<file path="config.mk">
export PLATFORM = sky130hd
export DESIGN_NAME = exa_crosb_vc_credit_tracker
export DESIGN_NICKNAME = d
export VERILOG_FILES = /design/src/rtl/exa_crosb_vc_credit_tracker.sv
export SDC_FILE = /design/constraint.sdc
export NUM_CORES = 1
export LEC_CHECK = 0
export CAP_MARGIN = 20
export CORE_MARGIN = 4
export CORE_UTILIZATION = 42
export CTS_CLUSTER_DIAMETER = 120
export DETAILED_ROUTE_END_ITERATION = 8
export GPL_ROUTABILITY_DRIVEN = 0
export GPL_TIMING_DRIVEN = 0
export PLACE_DENSITY_LB_ADDON = 0.1
export SLEW_MARGIN = 0
export SYNTH_ARGS = -nofsm -noshare
export SYNTH_HDL_FRONTEND = slang
export SYNTH_SLANG_ARGS = --single-unit
export TNS_END_PERCENT = 5
</file>
<file path="constraint.sdc">
create_clock -name clk -period 7.6 [get_ports clk]
set_input_delay 1.9 -clock clk [delete_from_list [all_inputs] [get_ports clk]]
set_output_delay 1.9 -clock clk [all_outputs]
set_load 0.05 [all_outputs]
</file>
<file path="src/rtl/exa_crosb_vc_credit_tracker.sv">
// -----------------------------------------------------------------------------
// exa_crosb_vc_credit_tracker
//
// Per-output, per-VC credit counter bank for the crossbar. Every counter tracks
// the free packet slots of one output FIFO virtual channel:
//   - crossbar grants (packet starts) consume one credit each,
//   - output FIFO credit returns give one credit back.
// Counters saturate at 0 and max_credits. Saturation and malformed pulses raise
// sticky error flags that only reset clears.
//
// After reset the block walks an INIT phase that loads every counter, one per
// cycle (output-major, then VC), with min(i_init_credits, max_credits). It then
// stays in RUN until the next reset.
//
// Optional feature macro: EXA_CREDIT_THRESHOLD_EN
//   defined   : credit flag = o_ready && count >= credit_threshold
//               (elaboration error if credit_threshold is 0 or > max_credits)
//   undefined : credit flag = o_ready && count != 0
//
// Ports:
//   clk                    clock, all state on posedge
//   reset                  asynchronous active-high reset
//   i_init_credits         value loaded into every counter during INIT
//   i_consume_valid[k]     grant pulse from crossbar input k
//   i_consume_output[k]    destination output of that grant
//   i_consume_vc[k]        destination VC of that grant
//   i_return_valid[o]      output FIFO o freed one packet slot
//   i_return_vc[o]         VC of that returned credit
//   o_output_fifo_credits  credit-available flag per output/VC
//   o_credit_count         live counter values per output/VC
//   o_ready                high in RUN
//   o_underflow_err        sticky: counter went below 0, or pulse during INIT
//   o_overflow_err         sticky: counter exceeded max_credits, or bad index
// -----------------------------------------------------------------------------
module exa_crosb_vc_credit_tracker #(
  parameter int prio_num         = 2,
  parameter int vc_num           = 3,
  parameter int input_num        = 2,
  parameter int output_num       = 2,
  parameter int max_credits      = 8,
  parameter int credit_threshold = 2,
  localparam int NVC             = prio_num * vc_num,
  localparam int credit_width    = $clog2(max_credits + 1),
  localparam int OW              = (output_num > 1) ? $clog2(output_num) : 1,
  localparam int VW              = (NVC > 1) ? $clog2(NVC) : 1
) (
  input  logic                                            clk,
  input  logic                                            reset,
  input  logic [credit_width-1:0]                         i_init_credits,
  input  logic [input_num-1:0]                            i_consume_valid,
  input  logic [input_num-1:0][OW-1:0]                    i_consume_output,
  input  logic [input_num-1:0][VW-1:0]                    i_consume_vc,
  input  logic [output_num-1:0]                           i_return_valid,
  input  logic [output_num-1:0][VW-1:0]                   i_return_vc,
  output logic [output_num-1:0][NVC-1:0]                  o_output_fifo_credits,
  output logic [output_num-1:0][NVC-1:0][credit_width-1:0] o_credit_count,
  output logic                                            o_ready,
  output logic                                            o_underflow_err,
  output logic                                            o_overflow_err
);

  localparam int TOTAL = output_num * NVC;
  localparam int IW    = (TOTAL > 1) ? $clog2(TOTAL) : 1;
  // Two extra bits: one for the sign, one for headroom above max_credits.
  localparam int SW    = credit_width + 2;

  localparam logic [credit_width-1:0] MAX_C = credit_width'(max_credits);
  localparam logic signed [SW-1:0]    MAX_S = SW'(max_credits);

  typedef enum logic {ST_INIT, ST_RUN} state_t;

  state_t                  state_reg;
  logic [IW-1:0]           index_reg;
  logic                    ready_reg;
  logic                    underflow_reg;
  logic                    overflow_reg;
  logic [credit_width-1:0] init_value;
  logic [TOTAL-1:0]        under_vec;
  logic [TOTAL-1:0]        over_vec;
  logic                    any_pulse;
  logic                    range_err;

`ifdef EXA_CREDIT_THRESHOLD_EN
  if (credit_threshold > max_credits || credit_threshold == 0) begin : g_bad_threshold
    $error("credit_threshold must lie in 1..max_credits");
  end
`endif

  assign init_value = (i_init_credits > MAX_C) ? MAX_C : i_init_credits;
  assign any_pulse  = (|i_consume_valid) || (|i_return_valid);

  // Pulses that address a nonexistent output or VC match no counter, so they
  // are dropped naturally; they only need to be flagged here.
  always_comb begin
    range_err = 1'b0;
    for (int k = 0; k < input_num; k++) begin
      if (i_consume_valid[k] &&
          ((int'(i_consume_output[k]) >= output_num) || (int'(i_consume_vc[k]) >= NVC)))
        range_err = 1'b1;
    end
    for (int o = 0; o < output_num; o++) begin
      if (i_return_valid[o] && (int'(i_return_vc[o]) >= NVC))
        range_err = 1'b1;
    end
  end

  for (genvar gi = 0; gi < output_num; gi++) begin : g_out
    for (genvar gj = 0; gj < NVC; gj++) begin : g_vc
      localparam int CI = gi * NVC + gj;

      logic [credit_width-1:0] count_reg;
      logic [credit_width-1:0] count_next;
      logic signed [SW-1:0]    sum;
      logic [SW-1:0]           dec;
      logic                    inc;
      logic                    under_c;
      logic                    over_c;

      // Several inputs granted onto the same counter in one cycle are summed.
      always_comb begin
        dec = '0;
        for (int k = 0; k < input_num; k++) begin
          if (i_consume_valid[k] && (int'(i_consume_output[k]) == gi) &&
              (int'(i_consume_vc[k]) == gj))
            dec = dec + SW'(1);
        end
        inc        = i_return_valid[gi] && (int'(i_return_vc[gi]) == gj);
        sum        = signed'(SW'(count_reg)) + signed'(SW'(inc)) - signed'(dec);
        under_c    = 1'b0;
        over_c     = 1'b0;
        count_next = sum[credit_width-1:0];
        if (sum < 0) begin
          count_next = '0;
          under_c    = 1'b1;
        end else if (sum > MAX_S) begin
          count_next = MAX_C;
          over_c     = 1'b1;
        end
      end

      assign under_vec[CI] = under_c;
      assign over_vec[CI]  = over_c;

      always_ff @(posedge clk or posedge reset) begin
        if (reset) begin
          count_reg <= '0;
        end else if (state_reg == ST_INIT) begin
          if (index_reg == IW'(CI))
            count_reg <= init_value;
        end else begin
          count_reg <= count_next;
        end
      end

      assign o_credit_count[gi][gj] = count_reg;
`ifdef EXA_CREDIT_THRESHOLD_EN
      assign o_output_fifo_credits[gi][gj] =
        ready_reg && (count_reg >= credit_width'(credit_threshold));
`else
      assign o_output_fifo_credits[gi][gj] = ready_reg && (count_reg != '0);
`endif
    end
  end

  always_ff @(posedge clk or posedge reset) begin
    if (reset) begin
      state_reg     <= ST_INIT;
      index_reg     <= '0;
      ready_reg     <= 1'b0;
      underflow_reg <= 1'b0;
      overflow_reg  <= 1'b0;
    end else begin
      case (state_reg)
        ST_INIT: begin
          // Counters are not yet valid: any traffic is a protocol violation.
          if (any_pulse)
            underflow_reg <= 1'b1;
          if (index_reg == IW'(TOTAL - 1)) begin
            state_reg <= ST_RUN;
            ready_reg <= 1'b1;
          end else begin
            index_reg <= index_reg + IW'(1);
          end
        end
        ST_RUN: begin
          if (|under_vec)
            underflow_reg <= 1'b1;
          if ((|over_vec) || range_err)
            overflow_reg <= 1'b1;
        end
        default: state_reg <= ST_INIT;
      endcase
    end
  end

  assign o_ready         = ready_reg;
  assign o_underflow_err = underflow_reg;
  assign o_overflow_err  = overflow_reg;

endmodule

</file>
==> summary.txt <==
Floorplan
  • Die X: 128 um
  • Die area: 0.0165 sq mm
  • Effective utilization at floorplan: 0.434
  • Die Y: 128 um
  • I/O pin count: 87
  • Placeable Area: 0.0140 sq mm
  • Row Count: 43

Clock network
  • # Post-CTS Setup Buffers: 0
  • Clock tree root driver cell: clkbuf_16
  • Skew-Pair Late Insertion Delay: 320 ps
  • TritonCTS Buffers: 5
  • # hold bufs at CTS: 0
  • # clock sinks: 56
  • CTS tree: done
  • Clk buf depth: 2
  • CTS H-Tree Depth: 2
  • Post_cts resized: 0
  • Clock transition at path regs: 80 ps

Synth
  • Syn Area/Cell: 8.47 sq um
  • Syn Inst Count: 719
  • Synthesis warning total: 0
  • Most used DFF post-synth: dfrtp_1
  • Post-synth ARST share: 1.00
  • EDFF count, synth: 0
  • Synth Cell Area: 0.00609 sq mm
  • Register area share after synthesis: 0.230
  • Synth unique cells: 69
  • Syn Nets: 819
  • Yosys reg bits: 56

Worst setup path
  • Setup crit end kind: register
  • Reg2Reg Setup Slack: 4370 ps
  • CP top delay family: simple AND/OR/NAND/NOR gates
  • CP bufs+invs: 1
  • Req. time, crit path: 7790 ps
  • Worst path most repeated cell: ha_1
  • R2R Path Start: g_out[1].g_vc[0].count_reg[0]
  • Critical path's slowest cell: clkdlybuf4s50_1
  • Crit path cell chain: clkdlybuf4s50_1 -> or3b_2 -> nor2_1 -> ha_1 -> ha_1 -> fa_1 -> o2111ai_1 -> o21ai_1 -> o31ai_1 -> o22ai_1 -> nor4_1 -> a31oi_1
  • FF-to-FF path depth: 10
  • Reg2reg end: o_overflow_err
  • CP Data Arrival Time: 5640 ps
  • Critical path class: in -> reg
  • Crit path largest cell delay: 600 ps
  • Startpoint Class: primary input
  • Crit path max fanout: 6

Placed design
  • DP HPWL: 15.6 mm
  • Pre-CTS WS: 1940 ps
  • I/O Buffers: 86
  • Placed Cells: 986

Detailed routing
  • Drt pass-1 iters: 5
  • Post-route ant nets: 0
  • DRC: 0
  • Routed length per instance: 20.4 um
  • Total wire length: 20.3 mm
  • Vias: 6,161
  • DR iter-0 viols: 490
  • Drt via density: 6.20

Final layout
  • Diodes inserted: 0
  • Share of layout cells above drive strength 1: 0.0516
  • Fin util: 0.523
  • Synthesis-to-finish area growth: 20.6%
  • Non-Filler Instances: 994
  • Leading cell type in the layout, fill and taps excluded: clkdlybuf4s50_1
  • Max reg flops: 48
  • Nets: 913
  • Commonest cells after routing, fill and taps aside: clkdlybuf4s50_1, nand3_1, ha_1

Timing
  • Final critical-path required period: 5450 ps
  • Hold Vio Cnt, Final: 0
  • Slew @ Worst Pin: 982 ps
  • Final worst slack: 2150 ps
  • RSZ-0062 raised after global routing: no
  • # setup viols final: 0
  • Tcrit/Tclk final: 0.717
  • Clk_skew: 3.01 ps
  • F_max: 0.184 GHz
  • Setup TNS: 0 ps
  • Max-slew headroom: 0.346
  • Slew Limit Fails: 0

Global routing
  • Gr usage total: 0.247
  • Initial antenna violation count: 0
  • Largest net degree at the start of global routing: 35
  • Vias in the first global route: 5,981
  • First-pass GRT wire length: 32.0 mm
  • Total grt overflow: 0

Outcome
  • Status: complete, no violations

Power and ir drop
  • Max VDD drop: 0.243 mV
  • Power Density: 429 mW/mm^2
  • P_leak: 3.01 nW

Flow run
  • MaxCap Viol Count: 0

Hold path
  • Worst hold path depth: 1
  • Worst hold start: index_reg[3]
  • Worst Hold Endpoint: index_reg[3]
  • Type of the most critical hold path: reg -> reg
logic make-up after synthesis:
kind of cell / count (synthesis) / share of synthesized area
buffers and inverters: 79 / 0.0515
and+or+nand+nor: 286 / 0.250
xor gates and xnor gates: 38 / 0.0559
muxes: 12 / 0.0197
adders and majority gates: 76 / 0.171
AOI/OAI and AO/OA: 172 / 0.222
DFF: 56 / 0.230
cell type report:
cell class / count / area [sq um]
multi-input combinational: 584 / 4380
inverter: 56 / 210
fill: 1306 / 6700
buffer: 23 / 104
sequential: 56 / 1400
tap: 180 / 225
clock inverter: 3 / 23.8
timing repair buffer: 87 / 881
clock buffer: 5 / 125
metal layers:
metal | part of all wire | vias up | GRT usage
li1 | - | 2899 | -
met4 | 0.033 | 0 | 0.0943
met1 | 0.42 | 2962 | 0.319
met5 | 0 | - | 0
met3 | 0.068 | 39 | 0.0369
met2 | 0.48 | 261 | 0.416
per-stage QoR:
step | cell area [sq um] | hold slack [ps] | power, mW
after detailed placement | 7200 | 501 | 2.88
final | 7350 | 517 | 3.16
after floorplan | 6090 | 480 | 2.22
after CTS | 7350 | 517 | 3.15
after global routing | 7350 | 545 | 3.36
after global placement | 7180 | 493 | 2.83
how the worst max path moves through the flow:
| stage | endpoint | slack (ps) | depth (start not counted) | start |
|---|---|---|---|---|
| floorplan | o_overflow_err | 3050 | 11 | i_consume_vc[4] |
| global placement | o_overflow_err | 1980 | 12 | i_consume_valid[1] |
| detailed placement | o_overflow_err | 1940 | 12 | i_consume_valid[1] |
| CTS | o_overflow_err | 2250 | 12 | i_consume_valid[1] |
| global route | o_overflow_err | 2010 | 12 | i_consume_valid[1] |
| finish | o_overflow_err | 2150 | 12 | i_consume_valid[1] |
Yosys cell counts (all sizes together), types with 16 or more instances:
library cell,count,area [sq um]
nor2,47,176
a21oi,31,155
xnor2,26,228
nand2,47,179
nand3,73,365
ha,64,801
a31oi,16,100
nand2b,23,144
dfrtp,56,1400
inv,55,206
o221ai,36,315
nor3,23,131
where the power goes:
group	total (mW)	internal, mW	switching [mW]	leakage, nW
Clock	0.253	0.124	0.130	0.0660
Sequential	0.589	0.417	0.173	0.699
Combinational	2.31	0.877	1.44	2.25
Power figures use the tool's default switching activity.
